## config.mk

```make
export PLATFORM = sky130hd
export DESIGN_NAME = sad_accum
export DESIGN_NICKNAME = d
export VERILOG_FILES = /design/src/rtl/sad_accum_pkg.sv /design/src/rtl/sad_accum_abs.sv /design/src/rtl/sad_accum.sv
export SDC_FILE = /design/constraint.sdc
export NUM_CORES = 1
export LEC_CHECK = 0
export BUFFER_PORTS_ARGS = -buffer_cell sky130_fd_sc_hd__buf_2
export CORE_MARGIN = 3
export CORE_UTILIZATION = 45
export CTS_BUF_LIST = sky130_fd_sc_hd__clkbuf_8
export DETAILED_ROUTE_END_ITERATION = 7
export GPL_ROUTABILITY_DRIVEN = 0
export PLACE_DENSITY = 0.65
export SYNTH_ARGS = -nofsm -noshare
export SYNTH_HDL_FRONTEND = slang
export SYNTH_SLANG_ARGS = --single-unit
export TNS_END_PERCENT = 1
```

## constraint.sdc

```tcl
create_clock -name Clk -period 3.5 [get_ports Clk]
set_input_delay 0.35 -clock Clk [delete_from_list [all_inputs] [get_ports Clk]]
set_output_delay 0.35 -clock Clk [all_outputs]
set_load 0.03 [all_outputs]
```

## src/rtl/sad_accum_pkg.sv

```systemverilog
// Shared definitions for the sum-of-absolute-differences stage.
package sad_accum_pkg;

    // Frame controller states: ACCUM collects samples, DONE presents the result.
    typedef enum logic {
        ACCUM = 1'b0,
        DONE  = 1'b1
    } sad_state_e;

endpackage : sad_accum_pkg

```

## src/rtl/sad_accum_abs.sv

```systemverilog
// Absolute value of a two's-complement value, returned as an unsigned
// magnitude of the same width. The most-negative input maps to 2^(W-1),
// which still fits in W unsigned bits, so no overflow case exists.
module sad_accum_abs #(
    parameter int DATAWIDTH = 8
) (
    input  logic [DATAWIDTH-1:0] val_i,
    output logic [DATAWIDTH-1:0] mag_o
);

    // Negate when the sign bit is set; otherwise pass through.
    always_comb begin
        mag_o = val_i;
        if (val_i[DATAWIDTH-1]) begin
            mag_o = (~val_i) + DATAWIDTH'(1);
        end
    end

endmodule : sad_accum_abs

```

## src/rtl/sad_accum.sv

```systemverilog
// Frame-level sum of absolute differences with saturation and a
// valid/ready result handshake. One result per COUNT accepted samples.
module sad_accum
    import sad_accum_pkg::*;
#(
    parameter int DATAWIDTH = 8,
    parameter int COUNT     = 16,
    parameter int ACCWIDTH  = 12
) (
    input  logic                 Clk,
    input  logic                 Rst,
    input  logic                 clr,
    input  logic [DATAWIDTH-1:0] diff,
    input  logic                 in_valid,
    output logic                 in_ready,
    output logic [ACCWIDTH-1:0]  sum,
    output logic                 sat,
    output logic                 out_valid,
    input  logic                 out_ready
);

    localparam int                CNTW    = $clog2(COUNT + 1);
    localparam logic [CNTW-1:0]   LAST    = CNTW'(COUNT - 1);
    localparam logic [ACCWIDTH-1:0] ACC_MAX = '1;

    sad_state_e          state_q;
    logic [ACCWIDTH-1:0] acc_q;
    logic [CNTW-1:0]     cnt_q;
    logic [ACCWIDTH-1:0] sum_q;
    logic                sat_q;
    logic                sat_pend_q;

    logic [DATAWIDTH-1:0] mag;
    logic [ACCWIDTH:0]    acc_wide;
    logic [ACCWIDTH-1:0]  acc_d;
    logic                 ovf;
    logic                 accept;

    sad_accum_abs #(
        .DATAWIDTH(DATAWIDTH)
    ) u_abs (
        .val_i(diff),
        .mag_o(mag)
    );

    assign in_ready  = (state_q == ACCUM) && !Rst;
    assign out_valid = (state_q == DONE);
    assign sum       = sum_q;
    assign sat       = sat_q;
    assign accept    = in_valid && in_ready;

    // One extra bit of headroom catches overflow; the result is then clamped.
    // Once acc sits at max every further add overflows, so it stays pinned.
    always_comb begin
        acc_wide = {1'b0, acc_q} + {{(ACCWIDTH + 1 - DATAWIDTH){1'b0}}, mag};
        ovf      = acc_wide[ACCWIDTH];
        acc_d    = ovf ? ACC_MAX : acc_wide[ACCWIDTH-1:0];
    end

    // Frame controller, sample counter, accumulator and result registers.
    always_ff @(posedge Clk) begin
        if (Rst) begin
            state_q    <= ACCUM;
            acc_q      <= '0;
            cnt_q      <= '0;
            sum_q      <= '0;
            sat_q      <= 1'b0;
            sat_pend_q <= 1'b0;
        end else begin
            case (state_q)
                ACCUM: begin
                    if (clr) begin
                        // Abort: drop the partial frame and this cycle's sample.
                        acc_q      <= '0;
                        cnt_q      <= '0;
                        sat_pend_q <= 1'b0;
                    end else if (accept) begin
                        if (cnt_q == LAST) begin
                            sum_q      <= acc_d;
                            sat_q      <= sat_pend_q | ovf;
                            acc_q      <= '0;
                            cnt_q      <= '0;
                            sat_pend_q <= 1'b0;
                            state_q    <= DONE;
                        end else begin
                            acc_q      <= acc_d;
                            sat_pend_q <= sat_pend_q | ovf;
                            cnt_q      <= cnt_q + CNTW'(1);
                        end
                    end
                end
                DONE: begin
                    // clr is ignored here so a finished result is never lost.
                    if (out_ready) begin
                        state_q <= ACCUM;
                    end
                end
                default: state_q <= ACCUM;
            endcase
        end
    end

endmodule : sad_accum

```

==> impl_metrics.py, run 1 <==
metrics = {
    "worst_setup_path": {
        "worstPathCellList": "buf_2, or3_1, o31ai_1, xnor2_1, ha_1, nand2_1, a211o_1, a21oi_2, nor2_1, a211oi_1",
        "reg2reg_slack_ps": 1340,
        "r2r_start": "acc_q[0]$_SDFFE_PP0P_",
        "endpoint": "sum[2]$_SDFFE_PP0P_",
        "endpoint_kind": "flop",
        "r2r_cells": 7,
        "cp_max_fo": 12,
        "rr_endpoint": "sum[6]$_SDFFE_PP0P_",
        "crit_required_ps": 3710,
        "arrival_ps": 2930,
        "critPathKind": "input pin to flop",
        "crit_slowest_cell": "a21oi_2",
        "slowest_delay_ps": 460,
        "cp-start-kind": "input pin",
        "critPathLaunch": "diff[1]",
    },
    "floorplanning": {
        "start_util_pct": 49.1,
        "io_pins": 28,
        "fp-row-count": 22,
        "dieArea_sq_um": 4980,
        "die_h_microns": 70.6,
        "die_x_microns": 70.6,
        "core_area_sq_um": 3830,
    },
    "clock_network": {
        "worstSkewPairLatency_ps": 290,
        "post_cts_buffers": 0,
        "cts_made_buffers": 5,
        "cts_resized": 0,
        "path_clk_slew_ps": 60,
        "cts_hold_buffers": 0,
        "clk_path_buf_depth": 2,
        "cts_num_sinks": 32,
        "cts_tree": "done",
        "cts-root-buf": "clkbuf_8",
        "cts_max_level": 2,
    },
    "placed_design": {
        "pre_cts_ws_ps": 474,
        "dp_hpwl_microns": 3030,
        "port_buffers": 27,
        "dpl_cell_area_sq_um": 2030,
    },
    "run": {
        "drv_cap": 0,
    },
    "timing": {
        "rsz0062_at_grt": "false",
        "maxSlewViolCount": 0,
        "setup_viol": 0,
        "min_period_ps": 2730,
        "tightestPinTransition_ps": 758,
        "setup_slack_ps": 773,
        "period_share_pct": 77.9,
        "hold_ws_ps": 320,
        "relSlewSlack_pct": 49.3,
        "hold_viol": 0,
        "fin_tns_setup_ps": 0,
        "skew_ps": 5.23,
        "fmax_mhz": 367,
    },
    "drt": {
        "viasPerCell": 5.51,
        "antenna_left": 0,
        "first_pass_iters": 4,
        "dr_total_vias": 1685,
        "wl_per_cell_microns": 13.8,
        "drtIter0Drc": 141,
        "drt_wl_total_microns": 4240,
        "drcViolationCount": 0,
    },
    "grt": {
        "grt_pass1_vias": 1548,
        "use_met2_pct": 26.7,
        "busiest_layer": "met2",
        "grt_antenna_before_repair": 0,
        "grt_max_degree": 24,
        "use_met3_pct": 5.11,
        "grt_first_pass_wirelength_microns": 7220,
        "gr-usage-all-layers_pct": 18.0,
        "met1_usage_pct": 25.1,
        "grt-ovfl-total": 0,
    },
    "min_path": {
        "hold_class": "input pin to flop",
    },
    "pwr": {
        "ir_drop_mv": 0.285,
        "leakage_nw": 0.877,
        "cellPowerDensity_nw_per_um2": 366,
    },
    "synthesis": {
        "ys_warn_count": 0,
        "synth-seq-cells": 32,
        "synth_flop_cell": "dfxtp_1",
        "synth_area_sq_um": 1880,
        "ys_async_sr_fraction_pct": 0,
        "synthDistinctLibCells": 47,
        "syn_area_per_cell_sq_um": 8.10,
        "synth_edf_count": 0,
        "syn_inst": 232,
        "ys_seq_area_share_pct": 34.1,
        "syn-num-nets": 256,
    },
    "finish": {
        "antennaDiodeCount": 0,
        "multi_input_area_sq_um": 1160,
        "num-fill-cells": 382,
        "seq_area_sq_um": 641,
        "layout-drive-gt1-share_pct": 17.4,
        "nets": 282,
        "final_cell_area_sq_um": 2110,
        "area.growth.synth_to_final_pct": 12.5,
    },
    "status": {
        "status": "complete, no violations",
    },
}
## cell usage after synthesis (6+ instances only)
master    count  area (sq um)
o21ai_1       9          45.0
ha_1         10           125
nor3_1       10          50.1
nor2_1       26          97.6
o21ai_0      10          50.1
dfxtp_1      32           641
nand2b_1      8          50.1
inv_1         8          30.0
nand2_1      26          97.6
a21oi_1      10          50.1
xnor2_1       6          52.6
nand3_1       9          45.0
a211oi_1      6          45.0
## worst min path at each step
| stage | start | end | depth (start not counted) |
|---|---|---|---|
| 5_1_grt | out_ready | out_valid$_SDFF_PP0_ | 3 |
| 4_1_cts | out_ready | out_valid$_SDFF_PP0_ | 3 |
| 3_5_place_dp | acc_q[0]$_SDFFE_PP0P_ | acc_q[0]$_SDFFE_PP0P_ | 2 |
| 2_1_floorplan | acc_q[0]$_SDFFE_PP0P_ | acc_q[0]$_SDFFE_PP0P_ | 2 |
| 3_3_place_gp | acc_q[0]$_SDFFE_PP0P_ | acc_q[0]$_SDFFE_PP0P_ | 2 |
| 6_report | out_ready | out_valid$_SDFF_PP0_ | 3 |
## area by class of cell
class	count	area share, %
tap	48	2.84
clock buffer	5	3.26
timing repair buffer	28	6.75
clock inverter	2	0.415
multi-input combinational	183	55.0
sequential	32	30.3
inverter	8	1.42
## report_power, final
| part | switching [mW] | internal, mW | total (mW) |
|---|---|---|---|
| clock network | 0.131 | 0.132 | 0.263 |
| registers | 0.00459 | 0.370 | 0.375 |
| logic | 0.0817 | 0.0528 | 0.134 |
| total | 0.218 | 0.555 | 0.773 |
## sequential cells by signal, summed over array words and instances (netlist names)
name	cells
acc_q	12
sum	12
cnt_q	5
out_valid	1
sat	1
sat_pend_q	1
## metrics by stage
stage / instances / utilization [%] / power, mW
after floorplan: 232 / - / 0.484
after detailed placement: 299 / 53.2 / 0.517
after global routing: 306 / 55.2 / 0.813
final: 306 / 55.2 / 0.773
after global placement: 299 / 53.2 / 0.517
after CTS: 306 / 55.2 / 0.779
## placed cells by master, fill, tap and decap left out, drive strengths merged, types with 6 or more instances in the layout
cell type,Yosys,layout
a21oi,13,13
nand3,10,10
buf,5,28
xnor2,6,6
inv,8,9
o21ai,19,19
dfxtp,32,32
nand2,27,27
a211oi,8,8
nand2b,8,8
nor3,10,10
ha,10,10
nor2,28,28
## metal layers
metal / up-vias / routed length (microns)
met5: - / 0
met4: 0 / 29
met3: 5 / 237
met2: 40 / 1790
met1: 745 / 2170
li1: 895 / -
## critical path, delay by kind of cell
kind,cells,cell delay [ps]
simple gates,3,620
buf+inv,1,100
fa+ha+maj,1,440
compound gates,4,1300
xor+xnor,1,100
## cell families after synthesis
group,after synthesis,share of synthesized area [%]
AO/OA/AOI/OAI,66,24.4
flip-flops,32,34.1
AND/OR/NAND/NOR,96,25.0
XOR/XNOR,10,4.66
buffers and inverters,17,4.06
adder cells (fa/ha/maj),11,7.73
(Power assumes the default switching activity.)
==> run 2: changes to the inputs <==
==> constraint.sdc (replaced) <==
create_clock -name Clk -period 2.7 [get_ports Clk]
set_input_delay 0.27 -clock Clk [delete_from_list [all_inputs] [get_ports Clk]]
set_output_delay 0.27 -clock Clk [all_outputs]
set_load 0.03 [all_outputs]
==> run 2 against run 1 <==
Count of clock-buffer cells in the layout is the same. Critical path depth unchanged. Wire length fell by 0.52%. Utilization is 2.3 points higher. Total power is 30% higher. First-iteration DRC count decreased by 48%. Via count up 4.2%. Combinational power up 37%.
==> impl_metrics.py, run 2 (synthesis gave the netlist of run 1 again) <==
metrics = {
    "status": {
        "status": "complete, no violations",
    },
    "timing": {
        "rsz0062_at_grt": "false",
        "fmax_mhz": 415,
        "maxSlewViolCount": 0,
        "setup_slack_ps": 291,
        "period_share_pct": 89.2,
        "setup_viol": 0,
        "skew_ps": 2.15,
        "relSlewSlack_pct": 52.4,
        "hold_ws_ps": 255,
        "tightestPinTransition_ps": 713,
        "hold_viol": 0,
        "min_period_ps": 2410,
    },
    "grt": {
        "grt_first_pass_wirelength_microns": 7460,
        "grt_max_degree": 24,
        "grt-ovfl-total": 0,
        "gr-usage-all-layers_pct": 18.4,
        "grt_pass1_vias": 1632,
        "grt_antenna_before_repair": 0,
    },
    "drt": {
        "highest_layer": "met4",
        "wl_met1_microns": 2060,
        "drcViolationCount": 0,
        "first_pass_iters": 4,
        "drt_wl_total_microns": 4210,
        "drtIter0Drc": 74,
        "met2_length_microns": 1890,
        "met3_length_microns": 209,
        "dr_total_vias": 1755,
        "viasPerCell": 5.55,
        "wl_per_cell_microns": 13.3,
        "antenna_left": 0,
    },
    "worst_setup_path": {
        "reg2reg_slack_ps": 540,
        "endpoint_kind": "flop",
        "rr_endpoint": "sum[6]$_SDFFE_PP0P_",
        "crit_required_ps": 2870,
        "cp-start-kind": "input pin",
        "arrival_ps": 2580,
        "endpoint": "sum[11]$_SDFFE_PP0P_",
        "critPathKind": "input pin to flop",
        "r2r_cells": 7,
        "critPathLaunch": "diff[1]",
        "cp_max_fo": 5,
        "r2r_start": "acc_q[0]$_SDFFE_PP0P_",
    },
    "floorplanning": {
        "dieArea_sq_um": 4980,
        "start_util_pct": 49.1,
        "die_x_microns": 70.6,
        "die_h_microns": 70.6,
        "fp-row-count": 22,
        "core_area_sq_um": 3830,
        "io_pins": 28,
    },
    "placed_design": {
        "dp_hpwl_microns": 3240,
        "dpl_cell_area_sq_um": 2120,
        "pre_cts_ws_ps": -5.61,
        "port_buffers": 27,
    },
    "pwr": {
        "cellPowerDensity_nw_per_um2": 457,
        "ir_drop_mv": 0.447,
        "leakage_nw": 0.931,
    },
    "clock_network": {
        "cts_hold_buffers": 0,
        "worstSkewPairLatency_ps": 280,
        "clk_path_buf_depth": 2,
        "cts_max_level": 2,
        "cts_resized": 0,
        "post_cts_buffers": 0,
        "cts_num_sinks": 32,
        "path_clk_slew_ps": 60,
        "cts-root-buf": "clkbuf_8",
        "cts_made_buffers": 5,
        "cts_tree": "done",
    },
    "finish": {
        "final_cell_mix": "dfxtp_1 (32), buf_2 (27), nand2_1 (26), nor2_1 (26)",
        "area.growth.synth_to_final_pct": 17.1,
        "antennaDiodeCount": 0,
        "nets": 292,
        "final_cell_area_sq_um": 2200,
        "layout_commonest_cell": "dfxtp_1",
        "layout-drive-gt1-share_pct": 20.5,
        "num-fill-cells": 365,
    },
    "min_path": {
        "hold_class": "input pin to flop",
    },
    "run": {
        "drv_cap": 0,
    },
}
## run 2: worst min path at each step
stage                                startpoint  slack [ps]                     to  cells after the start
after floorplan           acc_q[0]$_SDFFE_PP0P_         420  acc_q[0]$_SDFFE_PP0P_                      2
after global routing                  out_ready         290   out_valid$_SDFF_PP0_                      3
final                                 out_ready         250   out_valid$_SDFF_PP0_                      3
after global placement    cnt_q[4]$_SDFFE_PP0P_         440  cnt_q[4]$_SDFFE_PP0P_                      2
after CTS                             out_ready         250   out_valid$_SDFF_PP0_                      3
after detailed placement  cnt_q[4]$_SDFFE_PP0P_         440  cnt_q[4]$_SDFFE_PP0P_                      2
## run 2: final cells by class
class,instances,area [sq um],area share (%)
inverter,8,30.0,1.37
clock inverter,2,8.76,0.398
sequential,32,641,29.1
timing repair buffer,38,230,10.5
multi-input combinational,183,1160,52.8
tap,48,60.1,2.73
clock buffer,5,68.8,3.13
## run 2: critical path, stage by stage
cell and delay, ps:
buf_2 100, or3_1 390, buf_4 150, nor4_1 290
ha_1 340, a21o_1 200, a2bb2oi_2 200, nand2_2 120
o31a_1 300, a32o_1 210
## run 2: metrics by stage
step                utilization, %  setup TNS, ps  total power [mW]  std cells
CTS                           57.5              0              1.01        316
global route                  57.5              0              1.06        316
floorplan                        -              0             0.627        232
detailed placement            55.5          -5.61             0.680        309
global placement              55.5              0             0.679        309
finish                        57.5              0              1.01        316
## run 2: per-layer routing
layer | vias up | track usage, %
li1 | 918 | -
met1 | 795 | 25.0
met2 | 34 | 29.3
met3 | 8 | 4.55
met4 | 0 | 5.01
met5 | - | 0
## run 2: where the power goes
group / internal [mW] / leakage [nW] / switching (mW) / total, mW
sequential: 0.480 / 0.259 / 0.00560 / 0.486
clock: 0.171 / 0.0452 / 0.166 / 0.337
combinational: 0.0753 / 0.627 / 0.108 / 0.183
total: 0.727 / 0.931 / 0.279 / 1.01
==> run 3: changes to the inputs <==
--- a/config.mk
+++ b/config.mk
@@ -5,13 +5,12 @@
 export SDC_FILE = /design/constraint.sdc
 export NUM_CORES = 1
 export LEC_CHECK = 0
-export BUFFER_PORTS_ARGS = -buffer_cell sky130_fd_sc_hd__buf_2
 export CORE_MARGIN = 3
 export CORE_UTILIZATION = 45
 export CTS_BUF_LIST = sky130_fd_sc_hd__clkbuf_8
 export DETAILED_ROUTE_END_ITERATION = 7
+export DONT_BUFFER_PORTS = 1
 export GPL_ROUTABILITY_DRIVEN = 0
-export PLACE_DENSITY = 0.65
 export SYNTH_ARGS = -nofsm -noshare
 export SYNTH_HDL_FRONTEND = slang
 export SYNTH_SLANG_ARGS = --single-unit
==> run 3 against run 2 <==
Via count down 5.7%. Wire length down 1.4%. Critical path depth down 1.
==> impl_metrics.py, run 3 (synthesis gave the netlist of run 1 again) <==
metrics = {
    "status": {
        "status": "complete, no violations",
    },
    "grt": {
        "grt_pass1_vias": 1583,
        "grt-ovfl-total": 0,
        "grt_antenna_before_repair": 0,
        "grt_max_degree": 24,
        "grt_first_pass_wirelength_microns": 6990,
        "gr-usage-all-layers_pct": 17.3,
    },
    "timing": {
        "setup_viol": 0,
        "tightestPinTransition_ps": 710,
        "relSlewSlack_pct": 52.5,
        "fin_tns_setup_ps": 0,
        "maxSlewViolCount": 0,
        "rsz0062_at_grt": "false",
        "skew_ps": 3.85,
        "fmax_mhz": 421,
        "min_period_ps": 2380,
        "period_share_pct": 88.0,
        "hold_viol": 0,
    },
    "worst_setup_path": {
        "crit_slowest_cell": "or3_1",
        "cp_max_fo": 7,
        "arrival_ps": 2550,
        "crit_buf_inv": 1,
        "cp_top_family": "compound AO/OA/AOI/OAI gates",
        "critPathKind": "input pin to flop",
        "reg2reg_slack_ps": 530,
        "crit_required_ps": 2880,
        "cp-start-kind": "input pin",
        "slowest_delay_ps": 410,
        "endpoint_kind": "flop",
        "worstPathCellList": "or3_1, nor4_1, buf_4, ha_1, a21o_1, a2bb2oi_2, nand2_2, o31a_1, a32o_1",
    },
    "clock_network": {
        "cts_max_level": 2,
        "cts_hold_buffers": 0,
        "cts_made_buffers": 5,
        "cts-root-buf": "clkbuf_8",
        "post_cts_buffers": 0,
        "clk_path_buf_depth": 2,
        "cts_tree": "done",
        "worstSkewPairLatency_ps": 280,
        "path_clk_slew_ps": 60,
        "cts_num_sinks": 32,
        "cts_resized": 0,
    },
    "finish": {
        "area.growth.synth_to_final_pct": 9.46,
        "layout-drive-gt1-share_pct": 10.2,
        "antennaDiodeCount": 0,
        "nets": 259,
        "final_cell_mix": "dfxtp_1 (32), nand2_1 (26), nor2_1 (26)",
        "layout_commonest_cell": "dfxtp_1",
        "final_cells": 284,
        "num-fill-cells": 377,
    },
    "floorplanning": {
        "die_x_microns": 70.6,
        "die_h_microns": 70.6,
        "start_util_pct": 49.1,
        "dieArea_sq_um": 4980,
        "io_pins": 28,
        "core_area_sq_um": 3830,
        "fp-row-count": 22,
    },
    "drt": {
        "dr_total_vias": 1655,
        "wl_per_cell_microns": 14.6,
        "first_pass_iters": 4,
        "drcViolationCount": 0,
        "drt_wl_total_microns": 4150,
        "antenna_left": 0,
        "viasPerCell": 5.83,
        "drtIter0Drc": 69,
    },
    "pwr": {
        "leakage_nw": 0.787,
        "power_mw": 1.14,
        "ir_drop_mv": 0.398,
        "cellPowerDensity_nw_per_um2": 556,
    },
    "run": {
        "drv_cap": 0,
    },
    "placed_design": {
        "port_buffers": 0,
        "dp_hpwl_microns": 3210,
        "dpl.cell_count": 276,
    },
    "min_path": {
        "hold_class": "input pin to flop",
    },
}
## run 3: path summary, 6_finish.rpt
check             cells after the start                     to                   from
setup / recovery                      9   sum[11]$_SDFFE_PP0P_                diff[1]
hold reg to reg                       2  acc_q[0]$_SDFFE_PP0P_  acc_q[0]$_SDFFE_PP0P_
hold / removal                        1    sum[4]$_SDFFE_PP0P_                    Rst
setup reg to reg                      7    sum[6]$_SDFFE_PP0P_  acc_q[0]$_SDFFE_PP0P_
## run 3: stage by stage
step / instance area (sq um) / worst slack [ps] / hold slack [ps] / utilization [%]
after floorplan: 1880 / 182 / 420 / -
after global placement: 1930 / 75.9 / 339 / 50.4
after detailed placement: 1930 / 71.6 / 342 / 50.4
after CTS: 2060 / 375 / 35.6 / 53.7
after global routing: 2060 / 121 / 30.9 / 53.7
final: 2060 / 325 / 49.0 / 53.7
## run 3: cell type report
type,count,area [sq um],area share [%]
Tap cell,48,60.1,2.92
Clock buffer,7,96.3,4.69
Timing Repair Buffer,5,37.5,1.83
Inverter,8,30.0,1.46
Sequential cell,32,641,31.2
Multi-Input combinational cell,183,1160,56.5
Clock inverter,1,30.0,1.46
## run 3: worst register-to-register path, cell delays in order (launching register included)
cell and delay (ps):
dfxtp_1 320, ha_1 220, fa_1 440, a21o_1 180
and4_1 220, or3_1 340, a21oi_1 210, a211oi_1 100
## run 3: layer usage
layer | part of all wire [%] | vias up | track usage [%]
li1 | - | 847 | -
met1 | 45 | 769 | 21.3
met2 | 49 | 35 | 29.2
met3 | 5.3 | 4 | 5.26
met4 | 0.58 | 0 | 5.01
met5 | 0 | - | 0
## run 3: where the power goes
part	internal (mW)	switching, mW	total (mW)
registers	0.480	0.00552	0.486
logic	0.0660	0.0948	0.161
clock network	0.325	0.171	0.496
total	0.871	0.271	1.14
